`src/rtl/tpm_port_ctrl.sv`:
```
// Front-end controller mapping two read ports (A, B) and one write port (W) onto a 1rw1r SRAM.
// Optional macro TPM_WR_BYPASS_EN: forward same-cycle W data to a colliding A read instead of stalling A.

module tpm_resp_fifo #(
    parameter int WIDTH = 16,
    parameter int DEPTH = 3,
    parameter int CW    = $clog2(DEPTH + 1)
) (
    input  logic             clk,
    input  logic             rst,
    input  logic             push_i,
    input  logic [WIDTH-1:0] push_data_i,
    input  logic             pop_ready_i,
    output logic             rvalid_o,
    output logic [WIDTH-1:0] rdata_o,
    output logic [CW-1:0]    count_o
);
    localparam int PW = $clog2(DEPTH);

    logic [WIDTH-1:0] mem_q [DEPTH];
    logic [PW-1:0]    wr_ptr_q, wr_ptr_d;
    logic [PW-1:0]    rd_ptr_q, rd_ptr_d;
    logic [CW-1:0]    count_q, count_d;
    logic             pop;

    function automatic logic [PW-1:0] ptr_inc(input logic [PW-1:0] p);
        return (p == PW'(DEPTH - 1)) ? '0 : p + PW'(1);
    endfunction

    // Head entry is read straight from storage, so it cannot change until popped.
    assign rvalid_o = (count_q != '0);
    assign pop      = rvalid_o & pop_ready_i;
    assign rdata_o  = mem_q[rd_ptr_q];
    assign count_o  = count_q;

    always_comb begin
        wr_ptr_d = push_i ? ptr_inc(wr_ptr_q) : wr_ptr_q;
        rd_ptr_d = pop ? ptr_inc(rd_ptr_q) : rd_ptr_q;
        count_d  = count_q;
        if (push_i && !pop) begin
            count_d = count_q + CW'(1);
        end else if (pop && !push_i) begin
            count_d = count_q - CW'(1);
        end
    end

    always_ff @(posedge clk or posedge rst) begin
        if (rst) begin
            wr_ptr_q <= '0;
            rd_ptr_q <= '0;
            count_q  <= '0;
            for (int i = 0; i < DEPTH; i++) begin
                mem_q[i] <= '0;
            end
        end else begin
            wr_ptr_q <= wr_ptr_d;
            rd_ptr_q <= rd_ptr_d;
            count_q  <= count_d;
            if (push_i) begin
                mem_q[wr_ptr_q] <= push_data_i;
            end
        end
    end
endmodule

module tpm_port_ctrl #(
    parameter int DEPTH_LOG2 = 10,
    parameter int WIDTH      = 16,
    parameter int RESP_DEPTH = 3
) (
    input  logic                  clk,
    input  logic                  rst,
    input  logic                  a_valid,
    output logic                  a_ready,
    input  logic [DEPTH_LOG2-1:0] a_addr,
    output logic                  a_rvalid,
    input  logic                  a_rready,
    output logic [WIDTH-1:0]      a_rdata,
    input  logic                  b_valid,
    output logic                  b_ready,
    input  logic [DEPTH_LOG2-1:0] b_addr,
    output logic                  b_rvalid,
    input  logic                  b_rready,
    output logic [WIDTH-1:0]      b_rdata,
    input  logic                  w_valid,
    output logic                  w_ready,
    input  logic [DEPTH_LOG2-1:0] w_addr,
    input  logic [WIDTH-1:0]      w_data,
    output logic                  sram_r_valid,
    output logic [DEPTH_LOG2-1:0] sram_r_addr,
    input  logic [WIDTH-1:0]      sram_r_data_out,
    output logic                  sram_rw_valid,
    output logic                  sram_rw_w_en,
    output logic [DEPTH_LOG2-1:0] sram_rw_addr,
    output logic [WIDTH-1:0]      sram_rw_data_in,
    input  logic [WIDTH-1:0]      sram_rw_data_out
);
    localparam int CW = $clog2(RESP_DEPTH + 1);

    if (RESP_DEPTH < 3) begin : g_bad_depth
        $error("tpm_port_ctrl: RESP_DEPTH must be at least 3");
    end

    logic [CW-1:0]    a_cnt, b_cnt;
    logic             a_inflight_q, a_inflight_d;
    logic             b_inflight_q, b_inflight_d;
    logic             last_w_q, last_w_d;
    logic             a_room, b_elig, b_req, a_collide;
    logic             a_fire, b_fire;
    logic             w_grant, b_grant;
    logic [WIDTH-1:0] a_push_data;

    // Handshakes: a request or response transfers on a cycle where valid and ready are both high;
    // ready never looks at a_rready/b_rready, and every SRAM strobe is a pure function of this cycle's transfer.
    assign a_room = (32'(a_cnt) + 32'(a_inflight_q)) < 32'(RESP_DEPTH);
    assign b_elig = (32'(b_cnt) + 32'(b_inflight_q)) < 32'(RESP_DEPTH);
    assign b_req  = b_valid & b_elig;

    always_comb begin
        w_grant = 1'b0;
        b_grant = 1'b0;
        if (!rst) begin
            if (b_req && w_valid) begin
                w_grant = ~last_w_q;
                b_grant = last_w_q;
            end else begin
                w_grant = w_valid;
                b_grant = b_req;
            end
        end
    end

`ifdef TPM_WR_BYPASS_EN
    logic             byp_hit_q, byp_hit_d;
    logic [WIDTH-1:0] byp_data_q, byp_data_d;

    assign a_collide   = 1'b0;
    assign byp_hit_d   = a_fire & w_grant & (a_addr == w_addr);
    assign byp_data_d  = byp_hit_d ? w_data : byp_data_q;
    // The SRAM returns pre-write data on a same-address collision, so substitute the write data.
    assign a_push_data = byp_hit_q ? byp_data_q : sram_r_data_out;

    always_ff @(posedge clk or posedge rst) begin
        if (rst) begin
            byp_hit_q  <= 1'b0;
            byp_data_q <= '0;
        end else begin
            byp_hit_q  <= byp_hit_d;
            byp_data_q <= byp_data_d;
        end
    end
`else
    assign a_collide   = w_grant & (a_addr == w_addr);
    assign a_push_data = sram_r_data_out;
`endif

    assign a_ready = ~rst & a_room & ~a_collide;
    assign b_ready = b_grant;
    assign w_ready = w_grant;
    assign a_fire  = a_valid & a_ready;
    assign b_fire  = b_grant;

    assign sram_r_valid    = a_fire;
    assign sram_r_addr     = a_fire ? a_addr : '0;
    assign sram_rw_valid   = b_fire | w_grant;
    assign sram_rw_w_en    = w_grant;
    assign sram_rw_addr    = w_grant ? w_addr : (b_fire ? b_addr : '0);
    assign sram_rw_data_in = w_grant ? w_data : '0;

    assign a_inflight_d = a_fire;
    assign b_inflight_d = b_fire;
    assign last_w_d     = w_grant ? 1'b1 : (b_grant ? 1'b0 : last_w_q);

    always_ff @(posedge clk or posedge rst) begin
        if (rst) begin
            a_inflight_q <= 1'b0;
            b_inflight_q <= 1'b0;
            last_w_q     <= 1'b0;
        end else begin
            a_inflight_q <= a_inflight_d;
            b_inflight_q <= b_inflight_d;
            last_w_q     <= last_w_d;
        end
    end

    tpm_resp_fifo #(.WIDTH(WIDTH), .DEPTH(RESP_DEPTH), .CW(CW)) u_a_fifo (
        .clk         (clk),
        .rst         (rst),
        .push_i      (a_inflight_q),
        .push_data_i (a_push_data),
        .pop_ready_i (a_rready),
        .rvalid_o    (a_rvalid),
        .rdata_o     (a_rdata),
        .count_o     (a_cnt)
    );

    tpm_resp_fifo #(.WIDTH(WIDTH), .DEPTH(RESP_DEPTH), .CW(CW)) u_b_fifo (
        .clk         (clk),
        .rst         (rst),
        .push_i      (b_inflight_q),
        .push_data_i (sram_rw_data_out),
        .pop_ready_i (b_rready),
        .rvalid_o    (b_rvalid),
        .rdata_o     (b_rdata),
        .count_o     (b_cnt)
    );
endmodule

```
`config.mk`:
```
export PLATFORM = sky130hd
export DESIGN_NAME = tpm_port_ctrl
export DESIGN_NICKNAME = d
export VERILOG_FILES = /design/src/rtl/tpm_port_ctrl.sv
export SDC_FILE = /design/constraint.sdc
export NUM_CORES = 1
export LEC_CHECK = 0
export BUFFER_PORTS_ARGS = -buffer_cell sky130_fd_sc_hd__buf_2
export CORE_MARGIN = 2
export CORE_UTILIZATION = 30
export DETAILED_ROUTE_END_ITERATION = 7
export GPL_TIMING_DRIVEN = 0
export HOLD_SLACK_MARGIN = 0.12
export SYNTH_ARGS = -nofsm -noshare
export SYNTH_HDL_FRONTEND = slang
export SYNTH_HIERARCHICAL = 1
export SYNTH_SLANG_ARGS = --single-unit
```
`constraint.sdc`:
```
create_clock -name clk -period 7.6 [get_ports clk]
set_clock_uncertainty 0.05 [all_clocks]
set_input_delay 1.52 -clock clk [delete_from_list [all_inputs] [get_ports clk]]
set_output_delay 1.52 -clock clk [all_outputs]
set_load 0.005 [all_outputs]
```
# Yosys cells after proc, flatten, opt, wreduce, memory -nomap -nowiden

Index checks and enable logic that the tools add are counted.
Widths: inputs -> output; s select.

Flip-flop bits (word level): 111
Input bits: 85
Output and inout port bits: 76
Word-level logic and storage cells: 99

Add/sub/neg operators: 10
Magnitude comparators: 8
Eq/ne operators: 5
Mux-type cells: 30
Bitwise operators: 15
Reductions and logical operators: 16

Operator list:

| cell                | number |
|---|---|
| $mux 16             | 7 |
| $bwmux 48           | 2 |
| $bmux 16 s2         | 2 |
| $demux 16 s2        | 2 |
| $mux 10             | 3 |
| $mux 2              | 8 |
| $add 2x1->2 const B | 6 |
| $ge 3x3->1 const B  | 4 |
| $not 2->3           | 4 |
| $eq 10x10->1        | 1 |
| $reduce_bool 2->1   | 5 |
| $eq 2x2->1 const B  | 4 |
| $and 1x1->1         | 7 |
| $logic_and 1x1->1   | 7 |
| $add 2x1->3         | 2 |
| $lt 3x1->1 const B  | 2 |
| $lt 3x2->1 const B  | 2 |
| $mux 1              | 6 |
| $logic_not 1->1     | 4 |
| $sub 2x1->2 const B | 2 |
| $not 1->1           | 3 |
| $or 1x1->1          | 1 |

# Depth between registers and ports, before layout

Depth in word-level cells: 11
Mapped depth: 7

# Cells and area by module

The synthesis kept the hierarchy.

Modules (own cells, without submodules):

| module        | times used | cells each | area each (um^2) |
|---|---|---|---|
| tpm_resp_fifo | 2          | 179        | 2,419.8 |
| tpm_port_ctrl | 1          | 78         | 644.4 |

# Least setup slack after synthesis

No wires, ideal clock.

Path type: input to output
Start: input port rst
End: output port sram_r_valid
Arrival: 2.540 ns
Slack: 3.490 ns
Stages: 5
Path buffers: 1
Cells stage by stage: nand2b_1 > or3_4 > a2111oi_4 > buf_4 > nor2_1

Cells in the longest elaborated chain, start to end: 5
Elaborated cells between the ends (all ways): 7
Classes of those cells: mux: 1; bitwise: 6

RTL lines:

| element       | RTL line | text |
|---|---|---|
| from (decl)   | 72       | `input logic rst,` |
| $mux 1        | 122      | `if (!rst) begin` |
| $and 1x1->1   | 153      | `assign a_collide = w_grant & (a_addr == w_addr);` |
| $not 1->1     | 157      | `assign a_ready = ~rst & a_room & ~a_collide;` |
| $and 1x1->1 * | 157      |  |
| $and 1x1->1 * | 160      | `assign a_fire = a_valid & a_ready;` |
| to (decl)     | 89       | `output logic sram_r_valid,` |

Every way passes the cells marked *; elsewhere a longest branch is shown, timed or not.

# Worst setup path after layout

Ends and elaborated chain as after synthesis.

==> metrics.yaml <==
synthesis:
  ys_top_cells_by_count: "dfrtp_1 (111), mux2_2 (78), o21ai_0 (34)"
  yosysTopAreaCellShare: 0.5065
  netlist_area_um2: 5484
  avgSynthCellArea_um2: 12.58
  synth_edf_count: 0
  synth_cells: 436
  ys_types: 35
  seq_area_frac_synth: 0.5065
  synth_nets: 527
  synth_area_leaders: "dfrtp_1 (51%), mux2_2 (16%), mux2i_1 (5.8%), mux2_4 (5.5%), o21ai_0 (3.1%)"
  synthFlopType: "dfrtp_1"
  yosysTopAreaCell: "dfrtp_1"
  synth_most_common_cell: "dfrtp_1"
  ys_warn_count: 6
  async_flop_share: 1.000
  ys_ff_latch: 111
worst_hold_path:
  hold_path.class: "register to register"
setup_path:
  cp-start-kind: "input pin"
  cp-end-kind: "primary output"
  cp_max_fo: 10
  critical_path_class: "input pin to primary output"
  crit_required_ns: 6.03
  critical_path_arrival_ns: 3.02
global_route:
  grt_pass1_vias: 4108
  gr-total-overflow: 0
  grt_max_degree: 43
  grt_usage: 0.1408
  grt_pass1_wl_mm: 21.60
  antenna_found_initial: 1
route:
  drt_wl_total_mm: 13.67
  wl_per_cell_um: 16.20
  ant_nets: 0
  viasPerCell: 4.752
  drt-pass1-iter-count: 4
  via_count: 4011
  drc: 0
  drt_iter0_markers: 158
clock_tree:
  holdBufCountCts: 0
  post_cts_resized: 0
  clkTransAtPathRegs_ns: 0.08
  clock_sinks: 111
  cts_max_level: 3
  cts-root-buf: "clkbuf_16"
  clockBufferDepth: 2
  cts_setup_buffers: 0
  cts_buffers: 9
  cts_tree: "built"
  clkLatencyLatePin_ns: 0.35
pwr:
  switching_share: 0.3372
  power.leakage_nw: 3.308
  clockPowerShare: 0.184
  intPower_mw: 1.748
  power_switching_mw: 0.8892
  combPwrFrac: 0.415
  ir_drop_v: 0.0001597
  seq_power_share: 0.401
  powerDensity_nw_per_um2: 381.1
die:
  core-area_um2: 17960
  die_area_um2: 19380
  die_h_um: 139.2
  rows: 49
  initial_core_util: 0.3053
  die_w_um: 139.2
  ios: 161
placement:
  gp_congestion: 0.8107
  dpl.hpwl_mm: 10.11
  port_buffers: 160
  pre_cts_ws_ns: 2.967
job:
  drv_cap: 0
final_layout:
  drive_above_1_share: 0.4935
  syn2layout_area_growth_pct: 26.19
  fin_nets: 700
  fill_cells: 1750
sta:
  slew-limit-headroom: 0.4739
  tightest_slew_ns: 0.7848
  timing.hold.ws_ns: 0.4593
  fin_setup_tns_ns: 0
  grt_setup_unrepaired: "no"
  fin_crit_ns: 4.595
  slew_violations: 0
  max_clock_freq_mhz: 217.6
  final-hold-violation-count: 0
  worst_slack_ns: 3.005
  setup-violations-final: 0
  post-route-period-util: 0.6046
run_status:
  status: "completed"
-- per-layer routing --
layer,up-vias,GRT usage,wire (um)
met1,1993,0.1699,5650
met2,129,0.2484,7039
met5,-,0,0
met4,0,0.04306,194
met3,12,0.03488,788
li1,1877,-,-
-- cell usage in the layout (no fill, tap or decap), drive strengths merged, types with 3 or more instances in the layout --
| cell type | netlist | layout |
|---|---|---|
| clkbuf | 11 | 21 |
| nor2b | 3 | 3 |
| o21ai | 34 | 34 |
| inv | 9 | 11 |
| xnor2 | 10 | 10 |
| xor2 | 6 | 6 |
| nor3 | 4 | 4 |
| nor2 | 3 | 3 |
| ha | 6 | 6 |
| mux2i | 32 | 32 |
| nand2 | 33 | 33 |
| or3 | 3 | 3 |
| mux2 | 98 | 98 |
| and2 | 17 | 17 |
| dfrtp | 111 | 111 |
| a22o | 10 | 10 |
| nor3b | 10 | 10 |
| a21o | 4 | 4 |
| buf | 16 | 178 |
| or2 | 3 | 3 |
-- flip-flops by register name, indices dropped and copies added, names as in the netlist --
| signal | cells |
|---|---|
| u_a_fifo/mem_q | 48 |
| u_b_fifo/mem_q | 48 |
| u_a_fifo/count_o | 2 |
| u_a_fifo/rd_ptr_q | 2 |
| u_a_fifo/wr_ptr_q | 2 |
| u_b_fifo/count_o | 2 |
| u_b_fifo/rd_ptr_q | 2 |
| u_b_fifo/wr_ptr_q | 2 |
| a_inflight_q | 1 |
| b_inflight_q | 1 |
| last_w_q | 1 |
-- final timing paths --
| kind | slack (ns) | from | end | cells past startpoint |
|---|---|---|---|---|
| worst max-delay path | 3.01 | rst | sram_r_valid | 7 |
| worst max register to register | 5.46 | b_inflight_q | last_w_q | 6 |
| max in group asynchronous | 5.74 | rst | u_a_fifo/mem_q[8] | 3 |
| worst min-delay path | 0.46 | u_b_fifo/mem_q[19] | u_b_fifo/mem_q[19] | 1 |
| min in group asynchronous | 1.06 | rst | a_inflight_q | 2 |
| worst min register to register | 0.46 | u_b_fifo/mem_q[19] | u_b_fifo/mem_q[19] | 1 |
-- metrics by stage --
step	std cells	instance area [um2]	power (mW)	utilization
after floorplan	436	5484	1.760	-
after global placement	825	6571	2.113	0.3658
after detailed placement	827	6611	2.173	0.3680
after CTS	843	6918	2.669	0.3851
after global routing	843	6918	2.821	0.3851
final	844	6920	2.637	0.3852
-- power by group through the flow --
stage	Combinational [mW]	Sequential (mW)	Clock (mW)
after global placement	1.07	1.04	0
after global routing	1.20	1.10	0.522
after detailed placement	1.11	1.07	0
after floorplan	0.745	1.02	0
final	1.09	1.06	0.486
after CTS	1.11	1.06	0.500
-- cell type report --
cell class	instances	area [um2]	share of cell area
plain buffers	27	156.4	0.02260
multi-input cells	289	2516	0.3636
repair buffers	162	840.8	0.1215
inverters	9	33.78	0.004882
flip-flops and latches	111	2778	0.4014
diodes	1	2.502	0.0003616
clock buffers	10	229.0	0.03309
well taps	229	286.5	0.04140
clock inverters	6	77.57	0.01121
-- critical path: stages --
cell and delay [ns]:
buf_2 0.15, nand2b_1 0.17, or3_4 0.40, a2111oi_4 0.27, buf_4 0.25, nor2_1 0.09, buf_2 0.17
-- cell families after synthesis --
kind of cell / count (synthesis) / synth area share
xor+xnor: 16 / 0.02555
compound gates: 56 / 0.06662
flops: 111 / 0.5065
mux: 130 / 0.2733
fa+ha+maj: 6 / 0.01369
buf+inv: 36 / 0.03468
simple gates: 81 / 0.07963
(Power assumes the default switching activity.)
